File: src/rtl/bounce_seq_pkg.sv
// Shared types and constants for the bounce sequencer: FSM state encoding,
// 7-segment glyph table and default parameter values.
package bounce_seq_pkg;

  localparam int NBITS_DEF   = 4;
  localparam int DWELL_DEF   = 2;
  localparam int NBOUNCE_DEF = 3;

  typedef enum logic [2:0] {
    ST_IDLE    = 3'd0,
    ST_LOAD    = 3'd1,
    ST_UP      = 3'd2,
    ST_HOLD_HI = 3'd3,
    ST_DOWN    = 3'd4,
    ST_HOLD_LO = 3'd5,
    ST_DONE    = 3'd6
  } state_e;

  // Segments gfedcba, active high; glyphs 0-9, A, b, C, d, E, F.
  localparam logic [6:0] SEG_GLYPH [16] = '{
    7'h3F, 7'h06, 7'h5B, 7'h4F, 7'h66, 7'h6D, 7'h7D, 7'h07,
    7'h7F, 7'h6F, 7'h77, 7'h7C, 7'h39, 7'h5E, 7'h79, 7'h71
  };

  function automatic logic [7:0] seg_encode(input logic [3:0] value, input logic dp);
    return {dp, SEG_GLYPH[value]};
  endfunction

endpackage

File: src/rtl/bounce_seq_ctrl_updown_cnt.sv
// Loadable up/down counter driven by the bounce sequencer FSM.
module updown_cnt #(
  parameter int NBITS = 4
) (
  input  logic             clk_2,
  input  logic             reset,
  input  logic             load,
  input  logic             en,
  input  logic             up,
  input  logic [NBITS-1:0] data,
  output logic [NBITS-1:0] count
);

  logic [NBITS-1:0] r_count;

  // Count register: load has priority over counting.
  always_ff @(posedge clk_2 or posedge reset) begin
    if (reset) begin
      r_count <= '0;
    end else if (load) begin
      r_count <= data;
    end else if (en) begin
      r_count <= up ? (r_count + NBITS'(1)) : (r_count - NBITS'(1));
    end else begin
      r_count <= r_count;
    end
  end

  assign count = r_count;

endmodule

File: src/rtl/bounce_seq_ctrl.sv
// Bounce sequencer: sweeps the counter between latched limits with a dwell at
// each end. Define BOUNCE_SEQ_SEG_EN to add the 7-segment output seg[7:0].
module bounce_seq_ctrl
  import bounce_seq_pkg::*;
#(
  parameter int NBITS   = NBITS_DEF,
  parameter int DWELL   = DWELL_DEF,
  parameter int NBOUNCE = NBOUNCE_DEF
) (
  input  logic             clk_2,
  input  logic             reset,
  input  logic             start,
  input  logic             stop,
  input  logic             pause,
  input  logic [NBITS-1:0] lo_lim,
  input  logic [NBITS-1:0] hi_lim,
  output logic [NBITS-1:0] count,
  output logic             dir_up,
  output logic             busy,
  output logic             done,
  output logic             err,
  output logic [2:0]       state_o
`ifdef BOUNCE_SEQ_SEG_EN
  ,
  output logic [7:0]       seg
`endif
);

  localparam logic [3:0] DWELL_LAST = 4'(DWELL - 1);
  localparam logic [7:0] BOUNCE_LIM = 8'(NBOUNCE);
  localparam bit         FINITE     = (NBOUNCE != 0);

  state_e           r_state, w_state_nxt;
  logic [3:0]       r_dwell, w_dwell_nxt;
  logic [7:0]       r_bounce, w_bounce_nxt;
  logic [NBITS-1:0] r_lo, w_lo_nxt;
  logic [NBITS-1:0] r_hi, w_hi_nxt;
  logic             r_err, w_err_nxt;
  logic             r_dir_up, w_dir_nxt;
  logic             w_load, w_en, w_up;
  logic             w_running;
  logic [NBITS-1:0] w_count;

  updown_cnt #(.NBITS(NBITS)) u_cnt (
    .clk_2 (clk_2),
    .reset (reset),
    .load  (w_load),
    .en    (w_en),
    .up    (w_up),
    .data  (r_lo),
    .count (w_count)
  );

  assign w_running = (r_state == ST_UP) || (r_state == ST_HOLD_HI) ||
                     (r_state == ST_DOWN) || (r_state == ST_HOLD_LO);

  // State and sequencing registers.
  always_ff @(posedge clk_2 or posedge reset) begin
    if (reset) begin
      r_state  <= ST_IDLE;
      r_dwell  <= 4'd0;
      r_bounce <= 8'd0;
      r_lo     <= '0;
      r_hi     <= '0;
      r_err    <= 1'b0;
      r_dir_up <= 1'b1;
    end else begin
      r_state  <= w_state_nxt;
      r_dwell  <= w_dwell_nxt;
      r_bounce <= w_bounce_nxt;
      r_lo     <= w_lo_nxt;
      r_hi     <= w_hi_nxt;
      r_err    <= w_err_nxt;
      r_dir_up <= w_dir_nxt;
    end
  end

  // Next-state and counter control; stop beats pause beats normal sequencing.
  always_comb begin
    w_state_nxt  = r_state;
    w_dwell_nxt  = r_dwell;
    w_bounce_nxt = r_bounce;
    w_lo_nxt     = r_lo;
    w_hi_nxt     = r_hi;
    w_err_nxt    = r_err;
    w_dir_nxt    = r_dir_up;
    w_load       = 1'b0;
    w_en         = 1'b0;
    w_up         = 1'b1;
    if (stop) begin
      if (r_state != ST_IDLE) begin
        w_state_nxt = ST_IDLE;
        w_dwell_nxt = 4'd0;
      end else begin
        w_state_nxt = ST_IDLE;
      end
    end else if (pause && w_running) begin
      w_state_nxt = r_state;
    end else begin
      case (r_state)
        ST_IDLE, ST_DONE: begin
          if (start) begin
            if (lo_lim < hi_lim) begin
              w_lo_nxt     = lo_lim;
              w_hi_nxt     = hi_lim;
              w_err_nxt    = 1'b0;
              w_bounce_nxt = 8'd0;
              w_dwell_nxt  = 4'd0;
              w_state_nxt  = ST_LOAD;
            end else begin
              w_err_nxt = 1'b1;
            end
          end else begin
            w_state_nxt = r_state;
          end
        end
        ST_LOAD: begin
          w_load      = 1'b1;
          w_dir_nxt   = 1'b1;
          w_state_nxt = ST_UP;
        end
        ST_UP: begin
          if (w_count == r_hi) begin
            w_state_nxt = ST_HOLD_HI;
          end else begin
            w_en = 1'b1;
          end
        end
        ST_HOLD_HI: begin
          if (r_dwell == DWELL_LAST) begin
            w_dwell_nxt = 4'd0;
            w_en        = 1'b1;
            w_up        = 1'b0;
            w_dir_nxt   = 1'b0;
            w_state_nxt = ST_DOWN;
          end else begin
            w_dwell_nxt = r_dwell + 4'd1;
          end
        end
        ST_DOWN: begin
          if (w_count == r_lo) begin
            w_bounce_nxt = (r_bounce == 8'hFF) ? r_bounce : (r_bounce + 8'd1);
            w_state_nxt  = ST_HOLD_LO;
          end else begin
            w_en = 1'b1;
            w_up = 1'b0;
          end
        end
        ST_HOLD_LO: begin
          if (r_dwell == DWELL_LAST) begin
            w_dwell_nxt = 4'd0;
            if (FINITE && (r_bounce == BOUNCE_LIM)) begin
              w_state_nxt = ST_DONE;
            end else begin
              w_en        = 1'b1;
              w_dir_nxt   = 1'b1;
              w_state_nxt = ST_UP;
            end
          end else begin
            w_dwell_nxt = r_dwell + 4'd1;
          end
        end
        default: begin
          w_state_nxt = ST_IDLE;
        end
      endcase
    end
  end

  assign count   = w_count;
  assign dir_up  = r_dir_up;
  assign err     = r_err;
  assign busy    = (r_state == ST_LOAD) || w_running;
  assign done    = (r_state == ST_DONE);
  assign state_o = r_state;

`ifdef BOUNCE_SEQ_SEG_EN
  assign seg = seg_encode(4'(w_count), done);
`endif

endmodule

File: config.mk
export PLATFORM = sky130hd
export DESIGN_NAME = bounce_seq_ctrl
export DESIGN_NICKNAME = d
export VERILOG_FILES = /design/src/rtl/bounce_seq_pkg.sv /design/src/rtl/bounce_seq_ctrl_updown_cnt.sv /design/src/rtl/bounce_seq_ctrl.sv
export SDC_FILE = /design/constraint.sdc
export NUM_CORES = 1
export LEC_CHECK = 0
export BUFFER_PORTS_ARGS = -buffer_cell sky130_fd_sc_hd__buf_2
export CORE_UTILIZATION = 60
export DETAILED_ROUTE_END_ITERATION = 10
export GPL_TIMING_DRIVEN = 0
export PLACE_DENSITY = 0.82
export SLEW_MARGIN = 20
export SYNTH_ARGS = -nofsm -noshare
export SYNTH_HDL_FRONTEND = slang
export SYNTH_SLANG_ARGS = --single-unit
File: constraint.sdc
create_clock -name clk_2 -period 5.4 [get_ports clk_2]
set_input_delay 1.08 -clock clk_2 [delete_from_list [all_inputs] [get_ports clk_2]]
set_output_delay 1.08 -clock clk_2 [all_outputs]
set_load 0.01 [all_outputs]
==> results_dict.tcl <==
set metrics [dict create \
    outcome "finished clean" \
    cp.required_ns 5.64 \
    tightestPinTransition_ns 0.7573 \
    htreeDepth 2 \
    wl_per_cell_um 14.24 \
    finalInstanceArea_um2 2183 \
    grt_pass1_wl_um 7245 \
    wirelength_met1_um 1947 \
    yosysWarnings 0 \
    vdd_drop_max_mv 0.2798 \
    syn_nets 243 \
    netlist_instances 221 \
    antenna_left 0 \
    grt_overflow 0 \
    rsz0062_at_grt "no" \
    synth_edf_count 0 \
    cts_tree "built" \
    die_w_um 58.91 \
    async_reset_ff_frac 1.000 \
    synth-adder-area-share 0.06182 \
    viasPerCell 5.780 \
    critPathArrivalTime_ns 3.24 \
    cts_resized 0 \
    cts_sinks 29 \
    period_share 0.5561 \
    drt_iter0_markers 89 \
    antenna_cells 0 \
    std_cell_rows 20 \
    clockRootBuffer "clkbuf_4" \
    finalSetupViolations 0 \
    r2r_cells 11 \
    ys_seq_area_frac 0.3741 \
    n_fill_cell 265 \
    antenna_found_initial 0 \
    fmax_mhz 333.0 \
    dp_hpwl_um 3048 \
    layout_min_cycle_time_ns 3.003 \
    grt_util_all_layers 0.2862 \
    leakage_nw 1.003 \
    initial_utilization 0.6365 \
    synth_top_family_by_area "simple AND/OR/NAND/NOR gates" \
    cap_violations 0 \
    hold_class "reg2reg" \
    endpoint_kind "flip-flop" \
    relSlewSlack 0.4913 \
    yosys_most_used_dff "dfrtp_1" \
    crit_type "in2reg" \
    dr.max_layer_used "met4" \
    drcViolationCount 0 \
    synthMuxAreaShare 0.02125 \
    tns_ns 0 \
    synth.avg_cell_area_um2 8.792 \
    io-pin-count 24 \
    ys_seq_elements 29 \
    layout-drive-gt1-share 0.1905 \
    cp_max_fo 10 \
    finalHoldViolCount 0 \
    syn2layout_area_growth_pct 12.36 \
    critPathSlowestCell "a21oi_1" \
    port_buffers 23 \
    wl_met3_um 251 \
    path_clk_slew_ns 0.10 \
    slowest_delay_ns 0.35 \
    dieHeight_um 58.91 \
    drv_slew 0 \
    nNetsFinal 273 \
    synth-simple-area-share 0.2125 \
    post_dp_cell_area_um2 2113 \
    power.density_nw_per_um2 380.0 \
    synth_cell_types 53 \
    synth_compound_area_frac 0.1854 \
    cts_hold_buf 0 \
    clk_path_buf_depth 2 \
    vias 1711 \
    gp_congestion 0.8834 \
    firstDrtPassIters 4 \
    wl_um 4214 \
    crit_chain "buf_2, buf_2, a21oi_1, o21ai_0, inv_1, ha_1, a21o_2, a21oi_1, xnor2_1, mux2i_1, nand2_1" \
    clock_skew_ns 0.007551 \
    numCtsBuffers 5 \
    grt_max_degree 30 \
    hold_depth 1 \
    insertion_delay_ns 0.34 \
    synth_xor_area_frac 0.09015 \
    startpoint_type "primary input" \
    dieArea_um2 3470 \
    fp.coreArea_um2 3053 \
    grt_pass1_vias 1583 \
    netlist_area_um2 1943 \
    postCtsSetupRepairBufs 0 \
    route.met2.wl_um 1913 \
]
[final cells by class]
| cell class | instances | area, um^2 | share of cell area |
|---|---|---|---|
| inverters | 14 | 52.55 | 0.02407 |
| clock inverters | 1 | 5.005 | 0.002292 |
| clock buffers | 7 | 65.06 | 0.02980 |
| flip-flops and latches | 29 | 726.9 | 0.3330 |
| well taps | 44 | 55.05 | 0.02521 |
| plain buffers | 9 | 53.80 | 0.02464 |
| multi-input cells | 169 | 1110 | 0.5083 |
| repair buffers | 23 | 115.1 | 0.05272 |
[routing by layer]
layer | GRT usage | up-vias
met4 | 0.1259 | 0
met5 | 0 | -
met1 | 0.3775 | 799
li1 | - | 843
met2 | 0.4448 | 57
met3 | 0.07253 | 12
[Yosys cell counts, drive strengths merged (2+ instances only)]
master | number | area [um^2]
mux2i | 3 | 30.03
nand3 | 5 | 25.02
dfrtp | 28 | 700.7
a21oi | 9 | 45.04
a2111oi | 4 | 45.04
or3b | 2 | 17.52
nand4 | 2 | 12.51
nor2b | 6 | 37.54
nand2 | 34 | 127.6
ha | 8 | 100.1
and3 | 2 | 12.51
nor3b | 2 | 20.02
xor2 | 5 | 43.79
nor3 | 7 | 35.03
a211oi | 2 | 15.01
or2 | 2 | 12.51
nand2b | 4 | 32.53
inv | 14 | 52.55
o21ai | 13 | 65.06
a311oi | 2 | 17.52
a31oi | 2 | 12.51
a21o | 2 | 16.27
o41ai | 2 | 17.52
xnor2 | 15 | 131.4
clkbuf | 4 | 15.01
nor2 | 17 | 63.81
buf | 5 | 38.78
o31ai | 3 | 22.52
[power by group]
part | switching, mW | leakage (nW) | internal (mW)
Combinational | 0.201 | 0.585 | 0.147
Sequential | 0.0551 | 0.377 | 0.270
Clock | 0.0808 | 0.0413 | 0.0753
[logic make-up (layout without fill, tap and decap cells)]
| family | count (synthesis) | count (layout) |
|---|---|---|
| AND/OR/NAND/NOR | 85 | 85 |
| AO/OA/AOI/OAI | 51 | 51 |
| flip-flops | 29 | 29 |
| buffers and inverters | 23 | 54 |
| XOR/XNOR | 20 | 20 |
| adder cells (fa/ha/maj) | 9 | 9 |
| multiplexers | 4 | 4 |
[flip-flops by register name, indices dropped and copies added, names as in the netlist]
register     flops
state_o          3
r_lo             4
r_bounce         8
dir_up           1
u_cnt.count      4
r_dwell          4
err              1
r_hi             4
[critical path: cells and delay by family]
kind | cells | cell delay [ns]
AOI/OAI and AO/OA | 4 | 1.04
xor gates and xnor gates | 1 | 0.17
adders and majority gates | 1 | 0.24
buffers and inverters | 3 | 0.44
muxes | 1 | 0.20
and+or+nand+nor | 1 | 0.07
[path summary, 6_finish.rpt]
| kind | start | endpoint | slack (ns) |
|---|---|---|---|
| max | stop | u_cnt.count[3] | 2.40 |
| min | r_dwell[3] | r_dwell[3] | 0.49 |
| max reg2reg | u_cnt.count[0] | u_cnt.count[3] | 2.44 |
| min reg2reg | r_dwell[3] | r_dwell[3] | 0.49 |
| max in group asynchronous | reset | r_bounce[4] | 4.21 |
| min in group asynchronous | reset | r_dwell[1] | 0.80 |
[cell usage in the layout, fill, tap and decap left out, types with 3 or more instances in the layout]
| cell | instances |
|---|---|
| a21oi_1 | 9 |
| buf_2 | 24 |
| xnor2_1 | 15 |
| a2111oi_1 | 3 |
| inv_1 | 13 |
| nand2b_1 | 3 |
| clkbuf_1 | 4 |
| ha_1 | 8 |
| nor3_1 | 7 |
| nor2b_1 | 6 |
| nand3_1 | 5 |
| dfrtp_1 | 28 |
| clkbuf_4 | 5 |
| xor2_1 | 5 |
| nor2_1 | 17 |
| o31ai_1 | 3 |
| o21ai_0 | 12 |
| mux2i_1 | 3 |
| nand2_1 | 34 |
[through the flow]
step	utilization	hold WS, ns	std cells	worst slack, ns	power [mW]
final	0.7152	0.4872	296	2.397	0.8297
after global routing	0.7152	0.5105	296	2.171	0.8892
after CTS	0.7152	0.4927	296	2.449	0.8303
after detailed placement	0.6922	0.4800	288	2.087	0.6663
after global placement	0.6922	0.4613	288	2.099	0.6565
after floorplan	-	0.4400	221	2.407	0.5748
No activity file was read; power rests on OpenSTA's default activity.
